$ cat config.mk
export PLATFORM = sky130hd
export DESIGN_NAME = serial_word_receiver_flat
export DESIGN_NICKNAME = d
export VERILOG_FILES = /design/src/rtl/serial_word_receiver_if.sv /design/src/rtl/serial_word_receiver.sv /design/src/flat_wrapper.sv
export SDC_FILE = /design/constraint.sdc
export NUM_CORES = 1
export LEC_CHECK = 0
export CAP_MARGIN = 40
export CORE_MARGIN = 2
export CORE_UTILIZATION = 45
export CTS_CLUSTER_DIAMETER = 100
export DETAILED_ROUTE_END_ITERATION = 7
export PLACE_DENSITY = 0.72
export RECOVER_POWER = 50
export SYNTH_ARGS = -nofsm -noshare
export SYNTH_HDL_FRONTEND = slang
export SYNTH_SLANG_ARGS = --single-unit
$ cat constraint.sdc
create_clock -name clk -period 2.95 [get_ports clk]
set_input_delay 0.59 -clock clk [delete_from_list [all_inputs] [get_ports clk]]
set_output_delay 0.59 -clock clk [all_outputs]
set_load 0.005 [all_outputs]
$ cat src/rtl/serial_word_receiver_if.sv
// Serial bit input and parallel word output handshake of serial_word_receiver.
// The master drives the serial stream and out_ready; the slave returns the word.
interface serial_word_receiver_if #(
  parameter int WIDTH = 8
);
  logic             bit_en;
  logic             bit_in;
  logic             out_ready;
  logic [WIDTH-1:0] out_data;
  logic             out_valid;
  logic             out_par_err;

  modport master (
    output bit_en, bit_in, out_ready,
    input  out_data, out_valid, out_par_err
  );

  modport slave (
    input  bit_en, bit_in, out_ready,
    output out_data, out_valid, out_par_err
  );
endinterface

$ cat src/rtl/serial_word_receiver.sv
// Start-bit framed serial-to-parallel receiver, MSB first, optional even parity,
// feeding a one-entry valid/ready output register with a sticky overflow flag.
module serial_word_receiver #(
  parameter int WIDTH  = 8,
  parameter int PARITY = 0
) (
  input  logic                  clk,
  input  logic                  rst,
  serial_word_receiver_if.slave bus,
  output logic                  overflow,
  output logic                  busy
);
  localparam int CW = $clog2(WIDTH + 1);

  typedef enum logic [1:0] {IDLE, DATA, PAR} state_t;

  state_t           state;
  logic [CW-1:0]    cnt;
  logic [WIDTH-1:0] sr;

  logic [WIDTH-1:0] sr_next;
  logic             last_data;
  logic             done;
  logic [WIDTH-1:0] done_word;
  logic             done_err;
  logic             can_load;

  assign sr_next   = {sr[WIDTH-2:0], bus.bit_in};
  assign last_data = (cnt == CW'(WIDTH - 1));
  assign can_load  = !bus.out_valid || bus.out_ready;
  assign busy      = (state != IDLE);

  // NOTE: every output of this block gets a default first, otherwise paths
  // that skip an assignment infer latches.
  always_comb begin
    done      = 1'b0;
    done_word = sr;
    done_err  = 1'b0;
    if (bus.bit_en) begin
      case (state)
        DATA: if (last_data && PARITY == 0) begin
          done      = 1'b1;
          done_word = sr_next;
        end
        PAR: begin
          done     = 1'b1;
          done_err = ^{sr, bus.bit_in};
        end
        default: ;
      endcase
    end
  end

  // NOTE: sequential state uses non-blocking assignments only, so every
  // register samples pre-edge values regardless of statement order.
  always_ff @(posedge clk or posedge rst) begin
    if (rst) begin
      state           <= IDLE;
      cnt             <= '0;
      sr              <= '0;
      bus.out_data    <= '0;
      bus.out_valid   <= 1'b0;
      bus.out_par_err <= 1'b0;
      overflow        <= 1'b0;
    end else begin
      if (bus.bit_en) begin
        case (state)
          IDLE: if (bus.bit_in) begin
            state <= DATA;
            cnt   <= '0;
          end
          DATA: begin
            sr  <= sr_next;
            cnt <= cnt + 1'b1;
            if (last_data) state <= (PARITY != 0) ? PAR : IDLE;
          end
          PAR:     state <= IDLE;
          default: state <= IDLE;
        endcase
      end

      // A completing frame wins over a plain transfer; a full, stalled
      // register drops the new word and keeps the held one.
      if (done && can_load) begin
        bus.out_data    <= done_word;
        bus.out_par_err <= done_err;
        bus.out_valid   <= 1'b1;
      end else if (done) begin
        overflow <= 1'b1;
      end else if (bus.out_valid && bus.out_ready) begin
        bus.out_valid <= 1'b0;
      end
    end
  end
endmodule

$ cat src/flat_wrapper.sv
// flat-port wrapper written by rule: the top's interface ports become plain ports
module serial_word_receiver_flat 
#(
  parameter int WIDTH  = 8,
  parameter int PARITY = 0
)
  (clk, rst, overflow, busy, bus_bit_en, bus_bit_in, bus_out_ready, bus_out_data, bus_out_valid, bus_out_par_err);
  serial_word_receiver_if #(.WIDTH(WIDTH)) bus_i ();
  input  logic clk;
  input  logic rst;
  output logic overflow;
  output logic busy;
  input wire logic [$bits(bus_i.bit_en)-1:0] bus_bit_en;
  input wire logic [$bits(bus_i.bit_in)-1:0] bus_bit_in;
  input wire logic [$bits(bus_i.out_ready)-1:0] bus_out_ready;
  output wire logic [$bits(bus_i.out_data)-1:0] bus_out_data;
  output wire logic [$bits(bus_i.out_valid)-1:0] bus_out_valid;
  output wire logic [$bits(bus_i.out_par_err)-1:0] bus_out_par_err;
  assign bus_i.bit_en = bus_bit_en;
  assign bus_i.bit_in = bus_bit_in;
  assign bus_i.out_ready = bus_out_ready;
  assign bus_out_data = bus_i.out_data;
  assign bus_out_valid = bus_i.out_valid;
  assign bus_out_par_err = bus_i.out_par_err;
  serial_word_receiver #(.WIDTH(WIDTH), .PARITY(PARITY)) u_core (.clk(clk), .rst(rst), .bus(bus_i), .overflow(overflow), .busy(busy));
endmodule
# Word level (Yosys, flattened, before mapping)
# Cells that the tools add are included.
[totals] regBits=25 elab_cells=45
[classes] bitwise=1 addsub=1 n_eq_ne=6 n_reduce_logical=14 n_mux=16
[ops] operator="$mux 8" n=3
[ops] operator="$reduce_xor 9->1" n=1
[ops] operator="$pmux 4 s2" n=1
[ops] operator="$mux 1" n=7
[ops] operator="$reduce_and 2->1" n=3
[ops] operator="$reduce_and 3->1" n=2
[ops] operator="$reduce_bool 2->1" n=3
[ops] operator="$add 4x1->4 const B" n=1
[ops] operator="$eq 4x3->1 const B" n=1
[ops] operator="$mux 2" n=2
[ops] operator="$mux 4" n=1
[ops] operator="$ne 2x2->1 const B" n=2
[ops] operator="$pmux 2 s2" n=1
[ops] operator="$eq 2x1->1 const B" n=1
[ops] operator="$eq 2x2->1 const B" n=1
[ops] operator="$logic_and 1x1->1" n=2
[ops] operator="$logic_not 2->1" n=1
[ops] operator="$ne 2x1->1 const B" n=1
[ops] operator="$pmux 1 s2" n=1
[ops] operator="$logic_not 1->1" n=1
[ops] operator="$logic_or 1x1->1" n=1
[ops] operator="$not 1->1" n=1

# Longest topological paths before layout
# Gate-level depths: netlist of run 1.
[logic_depth] ltp_word=7 depth_mapped=4 ltp_nobuf=4

# Worst setup path after synthesis of run 1
# Ideal clock, no wire load.
[synth_path] kind="input port to flip-flop" start="in bus_bit_en" end="reg u_core.bus.out_data[0]" setup_slack_ns=1.341 stages=3 setup_ns=0.125 t_arrival_ns=1.484 cell_sequence="nand2_2 -> nor4_4 -> mux2_2"
[synth_via] elab_chain_len=2 word_cells_on_any_way=3
[synth_lines] element="from (decl)" line="flat_wrapper.sv:13" source="input wire logic [$bits(bus_i.bit_en)-1:0] bus_bit_en;"
[synth_lines] element="$mux 1" line="serial_word_receiver.sv:39" source="if (bus.bit_en) begin"
[synth_lines] element="$logic_and 1x1->1" line="serial_word_receiver.sv:84" source="if (done && can_load) begin"
[synth_lines] element="to (signal assigned)" line="serial_word_receiver.sv:85" source="bus.out_data <= done_word;"
[synth_lines] element="to (decl)" line="serial_word_receiver_if.sv:20" source="output out_data, out_valid, out_par_err"
# Parallel ways exist; a longest one is shown, timed or not.
# A chain may end at the register's enable or synchronous reset.

# Worst setup path in the final report of run 1
[layout_path] start="in bus_bit_en" end="reg u_core.bus.out_data[4]"
# Same word-level chain as after synthesis.

==> results of run 1 <==
==> metal layers <==
metal / vias up / share of wire
met4: 0 / 0.032
met2: 16 / 0.43
met1: 271 / 0.49
met5: - / 0
li1: 254 / -
met3: 5 / 0.051
==> cell type report <==
cell class | instances | area (um^2) | area share
Timing Repair Buffer | 15 | 150 | 0.139
Tap cell | 27 | 33.8 | 0.0314
Multi-Input combinational cell | 37 | 317 | 0.294
Sequential cell | 22 | 551 | 0.511
Inverter | 1 | 3.75 | 0.00348
Clock buffer | 3 | 22.5 | 0.0209
==> cell families (layout without fill, tap and decap cells) <==
logic type               count (synthesis)  in the layout  share of synthesized area
AO/OA/AOI/OAI                            7              7                     0.0566
adder cells (fa/ha/maj)                  1              1                     0.0141
buffers and inverters                    3             19                     0.0170
flip-flops                              22             22                      0.622
multiplexers                            16             16                      0.202
other                                    1              1                    0.00424
AND/OR/NAND/NOR                         12             12                     0.0835
==> worst paths after layout <==
kind                                              from                                 end
max                                         bus_bit_en  u_core.bus.out_data[4]$_DFFE_PP0P_
min                        u_core.overflow$_DFFE_PP0P_         u_core.overflow$_DFFE_PP0P_
max reg2reg                u_core.state[0]$_DFFE_PP0P_  u_core.bus.out_data[4]$_DFFE_PP0P_
min reg2reg                u_core.overflow$_DFFE_PP0P_         u_core.overflow$_DFFE_PP0P_
max in group asynchronous                          rst         u_core.overflow$_DFFE_PP0P_
min in group asynchronous                          rst  u_core.bus.out_data[5]$_DFFE_PP0P_
==> Yosys cell counts (all sizes together) (2+ instances only) <==
library cell,instances,area share
dfrtp,22,0.62
nand2,5,0.024
mux2,15,0.19
nand3,2,0.011
o21ai,2,0.011
==> power by group <==
part           switching (mW)  internal, mW
sequential             0.0810         0.418
combinational          0.0961         0.200
clock                  0.0824        0.0477
==> metrics by stage <==
stage	setup WS, ps	std cells
final	611	105
after global routing	468	105
after CTS	787	105
after detailed placement	451	102
after global placement	479	102
after floorplan	1340	62
==> flip-flops by register name, indices dropped and copies added, names as in the netlist <==
name                  count
u_core.bus.out_data       8
u_core.bus.out_valid      1
u_core.cnt                4
u_core.overflow           1
u_core.sr                 7
u_core.state              1
==> worst max-delay path, cell delays in order <==
cell,delay (ps)
dlygate4sd3_1,610
nand2_1,290
nor4_4,640
mux2_2,400
==> flow_metrics.py, run 1 <==
metrics = {
    "clocking": {
        "htree_levels": 1,
        "cts_setup_buffers": 0,
        "cts_max_path_buffers": 2,
        "cts_resized": 0,
        "cts.sinks": 22,
        "cts_tree": "built",
        "path_clk_slew_ps": 110,
        "numCtsBuffers": 3,
        "cts-root-buf": "clkbuf_4",
        "clk_latency_ps": 300,
        "cts_hold_buf": 0,
    },
    "cells_and_area": {
        "syn2layout_area_growth_pct": 21.8,
        "layout-drive-gt1-share": 0.256,
        "fillers": 163,
        "final_util": 0.566,
        "diodes": 0,
        "nets": 86,
        "final_common_cell": "dfrtp_1",
        "design_area_um2": 1080,
        "final_cell_mix": "dfrtp_1 (22), mux2_2 (15), clkdlybuf4s50_1 (12)",
    },
    "logic_synthesis": {
        "synth_ff_type": "dfrtp_1",
        "synth_seq_cells": 22,
        "synth_area_per_cell_um2": 14.3,
        "async_reset_ff_frac": 1.00,
        "syn-cell-area_um2": 885,
        "syn_inst": 62,
        "yosysSeqAreaShare": 0.622,
        "yosys_warnings": 0,
        "synth_cell_types": 22,
        "synth_edf_count": 0,
        "syn_nets": 68,
    },
    "detailed_routing": {
        "num_vias": 546,
        "remaining_drc_errors": 0,
        "drt_wl_total_um": 1330,
        "post_drt_wl_per_cell_um": 12.6,
        "firstDrtPassIters": 4,
        "via_per_inst": 5.20,
        "antenna_left": 0,
        "drtIter0Drc": 7,
    },
    "pwr": {
        "power.leakage_nw": 0.481,
        "p_per_area_nw_per_um2": 859,
        "vdd_drop_max_uv": 423,
        "finalPower_uw": 925,
    },
    "grt": {
        "grt_max_degree": 23,
        "grtUsageMet2": 0.206,
        "grt_pass1_wl_um": 2570,
        "use_met3": 0.0401,
        "grt_pass1_vias": 597,
        "grt_util_all_layers": 0.143,
        "grt_overflow": 0,
        "grtUsageMet1": 0.186,
        "grt-busiest-layer": "met2",
        "antenna_found_initial": 0,
    },
    "floorplanning": {
        "initial_core_util": 0.465,
        "num_rows": 16,
        "core-area_um2": 1900,
        "fp.dieArea_um2": 2340,
        "dieHeight_um": 48.3,
        "die_w_um": 48.3,
        "pin_count": 17,
    },
    "timing": {
        "hold_viol": 0,
        "fmax_ghz": 0.427,
        "tightestPinTransition_ps": 792,
        "fin_skew_ps": 1.46,
        "whs_ps": 464,
        "slew_violations": 0,
        "rsz0062_at_grt": "no",
        "setup_viol": 0,
        "min_period_over_period": 0.793,
        "tns_ps": 0,
        "max_slew_margin": 0.471,
        "finalCriticalPeriod_ps": 2340,
    },
    "worst_hold_path": {
        "hold_class": "flip-flop to flip-flop",
        "min_path_cells": 1,
    },
    "critical_path": {
        "rrSetupSlack_ps": 1040,
        "crit_type": "primary input to flip-flop",
        "start_kind": "primary input",
        "r2r.worst_path.cells": 3,
        "crit_required_ps": 3150,
        "crit_fanout": 11,
        "end_kind": "flip-flop",
        "worstPathArrival_ps": 2540,
    },
    "placement": {
        "io_buffers": 15,
        "routabilityCongestion": 0.753,
        "dpl_cell_area_um2": 1060,
        "hpwl_um": 967,
    },
    "flow_run": {
        "drv_cap": 0,
    },
    "status": {
        "status": "completed",
    },
}
Note: power is estimated with default switching activity, not from simulation.
==> run 2: changes to the inputs <==
--- a/config.mk
+++ b/config.mk
@@ -7,10 +7,10 @@
 export LEC_CHECK = 0
 export CAP_MARGIN = 40
 export CORE_MARGIN = 2
-export CORE_UTILIZATION = 45
+export CORE_UTILIZATION = 44
 export CTS_CLUSTER_DIAMETER = 100
 export DETAILED_ROUTE_END_ITERATION = 7
-export PLACE_DENSITY = 0.72
+export PLACE_DENSITY = 0.73
 export RECOVER_POWER = 50
 export SYNTH_ARGS = -nofsm -noshare
 export SYNTH_HDL_FRONTEND = slang
==> constraint.sdc (replaced) <==
create_clock -name clk -period 2.07 [get_ports clk]
set_input_delay 0.414 -clock clk [delete_from_list [all_inputs] [get_ports clk]]
set_output_delay 0.414 -clock clk [all_outputs]
set_load 0.005 [all_outputs]
==> flow_metrics.py, run 2 (same netlist as run 1, synthesis figures left out) <==
metrics = {
    "status": {
        "status": "completed",
    },
    "critical_path": {
        "crit_fanout": 7,
        "slowest_delay_ps": 540,
        "crit_required_ps": 1660,
        "r2r_end": "u_core.bus.out_valid$_DFFE_PP0P_",
        "critPathTopFamily": "buffers and inverters",
        "worstPathBufferInverterCount": 1,
        "reg2reg_from": "u_core.state[0]$_DFFE_PP0P_",
        "rrSetupSlack_ps": 440,
        "crit_type": "flip-flop to primary output",
        "worstPathArrival_ps": 1310,
        "crit_slowest_cell": "clkdlybuf4s50_1",
        "crit_path_cell_trace": "clkdlybuf4s50_1",
        "end_kind": "primary output",
        "start_kind": "flip-flop",
        "r2r.worst_path.cells": 4,
    },
    "clocking": {
        "cts-root-buf": "clkbuf_4",
        "cts_setup_buffers": 0,
        "cts_tree": "built",
        "cts_hold_buf": 0,
        "cts_resized": 0,
        "cts.sinks": 22,
        "numCtsBuffers": 3,
        "htree_levels": 1,
        "path_clk_slew_ps": 120,
        "clk_latency_ps": 310,
        "cts_max_path_buffers": 2,
    },
    "detailed_routing": {
        "num_vias": 562,
        "post_drt_wl_per_cell_um": 13.1,
        "via_per_inst": 5.11,
        "remaining_drc_errors": 0,
        "firstDrtPassIters": 3,
        "drt_wl_total_um": 1440,
        "antenna_left": 0,
        "drtIter0Drc": 4,
    },
    "cells_and_area": {
        "regMostFlops": "u_core.bus.out_data",
        "nets": 90,
        "syn2layout_area_growth_pct": 25.9,
        "final_cell_mix": "dfrtp_1 (22), mux2_2 (15), clkdlybuf4s50_1 (13)",
        "largest_reg_flops": 8,
        "final_cells": 110,
        "seqCellArea_um2": 551,
        "diodes": 0,
        "fillers": 176,
        "final_common_cell": "dfrtp_1",
        "multiInputGateArea_um2": 317,
        "layout-drive-gt1-share": 0.277,
        "top_regs": "u_core.bus.out_data (8), u_core.sr (7), u_core.cnt (4)",
    },
    "grt": {
        "grt_max_degree": 23,
        "antenna_found_initial": 0,
        "grt_util_all_layers": 0.145,
        "grt_pass1_vias": 619,
        "grtUsageMet2": 0.233,
        "grtUsageMet1": 0.184,
        "grt_overflow": 0,
        "use_met3": 0.0337,
        "grt-busiest-layer": "met2",
        "grt_pass1_wl_um": 2650,
    },
    "worst_hold_path": {
        "min_to": "u_core.overflow$_DFFE_PP0P_",
        "min_path_cells": 1,
        "hold_class": "flip-flop to flip-flop",
        "hold_start": "u_core.overflow$_DFFE_PP0P_",
    },
    "timing": {
        "setup_viol": 0,
        "tns_ps": 0,
        "slew_violations": 0,
        "fmax_ghz": 0.579,
        "finalCriticalPeriod_ps": 1730,
        "tightestPinTransition_ps": 1120,
        "max_slew_margin": 0.255,
        "hold_viol": 0,
        "rsz0062_at_grt": "no",
        "fin_skew_ps": 6.69,
        "min_period_over_period": 0.834,
    },
    "placement": {
        "hpwl_um": 1020,
        "routabilityCongestion": 0.724,
        "dp.cells": 106,
        "io_buffers": 15,
    },
    "pwr": {
        "power.leakage_nw": 0.500,
        "p_per_area_nw_per_um2": 1230,
        "vdd_drop_max_uv": 616,
    },
    "floorplanning": {
        "pin_count": 17,
        "core-area_um2": 1920,
        "num_rows": 16,
        "die_w_um": 48.8,
        "dieHeight_um": 48.8,
        "initial_core_util": 0.460,
        "fp.dieArea_um2": 2390,
    },
    "flow_run": {
        "drv_cap": 0,
    },
}
## run 2: cell types whose count changed in the layout (fill, tap and decap cells not counted), sizes merged
cell           change
buf                +2
clkdlybuf4s50      +1
dlygate4sd3        -1
clkbuf             +3
## run 2: power by group
group,total [mW],switching [mW],internal (mW)
Combinational,0.428,0.139,0.289
Clock,0.233,0.125,0.107
Sequential,0.714,0.118,0.595
## run 2: worst reg2reg max path, stage by stage (launching register included)
cell and delay [ps]:
dfrtp_1 470, nand2_1 150, clkbuf_1 440, nor3_1 160, or2_2 320
## run 2: final cells by class
type | count | share of cell area
Sequential cell | 22 | 0.494
Inverter | 1 | 0.00337
Clock buffer | 4 | 0.0326
Multi-Input combinational cell | 37 | 0.284
Timing Repair Buffer | 19 | 0.155
Tap cell | 27 | 0.0303
## run 2: how the worst max path moves through the flow
stage | start | end | depth (start not counted)
floorplan | u_core.cnt[0]$_DFFE_PP0P_ | u_core.bus.out_data[0]$_DFFE_PP0P_ | 4
global placement | bus_bit_en | u_core.bus.out_data[3]$_DFFE_PP0P_ | 5
detailed placement | bus_bit_en | u_core.bus.out_data[2]$_DFFE_PP0P_ | 5
CTS | u_core.state[0]$_DFFE_PP0P_ | busy | 1
global route | rst | u_core.bus.out_data[1]$_DFFE_PP0P_ | 3
finish | u_core.state[0]$_DFFE_PP0P_ | busy | 1
## run 2: stage by stage
step           area, um^2  utilization  hold WS [ps]  setup slack [ps]  total power, mW
2_1_floorplan         885            -           403               521            0.937
3_5_place_dp         1090        0.566           448               133             1.16
3_3_place_gp         1090        0.566           441               153             1.15
5_1_grt              1110        0.579           506               242             1.48
6_report             1110        0.579           470               343             1.37
4_1_cts              1120        0.585           424               316             1.40
## run 2: metal layers
layer | share of wire | wire, um
met4 | 0.010 | 15
met5 | 0 | 0
met3 | 0.035 | 51
met1 | 0.47 | 684
met2 | 0.48 | 692
==> run 3: changes to the inputs <==
==> constraint.sdc (replaced) <==
create_clock -name clk -period 1.4 [get_ports clk]
set_input_delay 0.28 -clock clk [delete_from_list [all_inputs] [get_ports clk]]
set_output_delay 0.28 -clock clk [all_outputs]
set_load 0.005 [all_outputs]
==> flow_metrics.py, run 3 (same netlist as run 1, synthesis figures left out) <==
metrics = {
    "status": {
        "status": "finished with violations",
        "violations": "setup timing",
    },
    "clocking": {
        "path_clk_slew_ps": 120,
        "cts_max_path_buffers": 2,
        "clk_latency_ps": 310,
        "htree_levels": 1,
        "cts.sinks": 22,
        "numCtsBuffers": 3,
        "cts-root-buf": "clkbuf_4",
        "cts_tree": "built",
        "cts_hold_buf": 0,
    },
    "cells_and_area": {
        "largest_reg_flops": 8,
        "design_area_um2": 1260,
        "top_regs": "u_core.bus.out_data (8), u_core.sr (7), u_core.cnt (4)",
        "diodes": 0,
        "layout-drive-gt1-share": 0.427,
        "final_cell_mix": "dfrtp_1 (22), mux2_2 (13), buf_4 (13)",
        "multiInputGateArea_um2": 352,
        "final_util": 0.655,
        "nets": 103,
        "regMostFlops": "u_core.bus.out_data",
        "seqCellArea_um2": 551,
        "fillers": 160,
        "final_common_cell": "dfrtp_1",
        "syn2layout_area_growth_pct": 42.3,
    },
    "detailed_routing": {
        "post_drt_wl_per_cell_um": 13.2,
        "drt_wl_total_um": 1620,
        "num_vias": 596,
        "via_per_inst": 4.85,
        "remaining_drc_errors": 0,
        "firstDrtPassIters": 4,
        "antenna_left": 0,
        "drtIter0Drc": 9,
    },
    "flow_run": {
        "drv_cap": 0,
    },
    "critical_path": {
        "worstPathArrival_ps": 1710,
        "crit_type": "flip-flop to flip-flop",
        "crit_required_ps": 1600,
        "end_kind": "flip-flop",
        "crit_fanout": 8,
        "start_kind": "flip-flop",
    },
    "timing": {
        "fin_skew_ps": 6.10,
        "hold_viol": 0,
        "finalCriticalPeriod_ps": 1510,
        "rsz0062_at_grt": "yes",
        "whs_ps": 517,
        "tightestPinTransition_ps": 540,
        "slew_violations": 0,
        "fmax_ghz": 0.664,
        "max_slew_margin": 0.640,
        "fin_ws_ps": -106,
        "min_period_over_period": 1.08,
        "setup_viol": 8,
    },
    "pwr": {
        "vdd_drop_max_uv": 1100,
        "power.leakage_nw": 0.621,
        "p_per_area_nw_per_um2": 1840,
    },
    "placement": {
        "dpl_cell_area_um2": 1140,
        "hpwl_um": 1110,
        "io_buffers": 15,
        "routabilityCongestion": 0.735,
        "pre_cts_ws_ps": -385,
    },
    "floorplanning": {
        "initial_core_util": 0.460,
        "core-area_um2": 1920,
        "die_w_um": 48.8,
        "pin_count": 17,
        "fp.dieArea_um2": 2390,
        "num_rows": 16,
        "dieHeight_um": 48.8,
    },
    "grt": {
        "grt_max_degree": 23,
        "grt_pass1_vias": 632,
        "antenna_found_initial": 0,
        "grt_util_all_layers": 0.161,
        "grtUsageMet1": 0.211,
        "grt-busiest-layer": "met2",
        "grt_overflow": 0,
        "grtUsageMet2": 0.258,
        "use_met3": 0.0337,
        "grt_pass1_wl_um": 2880,
    },
    "worst_hold_path": {
        "hold_class": "flip-flop to flip-flop",
    },
}
-- run 3: per-stage QoR --
step           power (mW)  std cells  TNS (ps)
6_report             2.32        123      -728
5_1_grt              2.46        123      -987
4_1_cts              2.28        122      -814
3_5_place_dp         1.80        113     -4610
3_3_place_gp         1.77        113     -4190
2_1_floorplan        1.39         62     -1190
-- run 3: path summary, 6_finish.rpt --
| path | from | endpoint | slack [ps] | cells after the start |
|---|---|---|---|---|
| worst min register to register | u_core.sr[6]$_DFFE_PP0P_ | u_core.bus.out_data[7]$_DFFE_PP0P_ | 520 | 1 |
| worst max register to register | u_core.cnt[1]$_DFFE_PP0P_ | u_core.bus.out_data[5]$_DFFE_PP0P_ | -110 | 5 |
| max in group asynchronous | rst | u_core.cnt[2]$_DFFE_PP0P_ | 500 | 3 |
| min in group asynchronous | rst | u_core.bus.out_data[0]$_DFFE_PP0P_ | 540 | 3 |
| worst min-delay path | u_core.sr[6]$_DFFE_PP0P_ | u_core.bus.out_data[7]$_DFFE_PP0P_ | 520 | 1 |
| worst max-delay path | u_core.cnt[1]$_DFFE_PP0P_ | u_core.bus.out_data[5]$_DFFE_PP0P_ | -110 | 5 |
-- run 3: critical path, cell delays in order, from the launching register on --
cell and delay [ps]:
dfrtp_1 420, ha_4 170, nand2_4 50, nor4_4 240
buf_6 180, mux2_2 340
-- run 3: per-layer routing --
layer	part of all wire	wire length (um)
met1	0.47	762
met2	0.49	790
met3	0.040	65
met4	0	0
met5	0	0
-- run 3: where the power goes --
group	internal, mW	switching, mW	total, mW
logic	0.518	0.280	0.798
clock network	0.289	0.193	0.483
registers	0.880	0.159	1.04
total	1.69	0.632	2.32
-- run 3: repair_timing --
item	in CTS	in global routing
gates resized for setup	15	7
pin swaps	1	2
gates cloned	0	0
setup endpoints to repair	19	15
setup buffers	5	1
-- run 3: layout make-up --
type | instances | area share
clock buffer | 3 | 0.0179
timing repair buffer | 32 | 0.212
inverter | 1 | 0.00298
tap | 27 | 0.0268
clock inverter | 1 | 0.0239
sequential | 22 | 0.437
multi-input combinational | 37 | 0.279
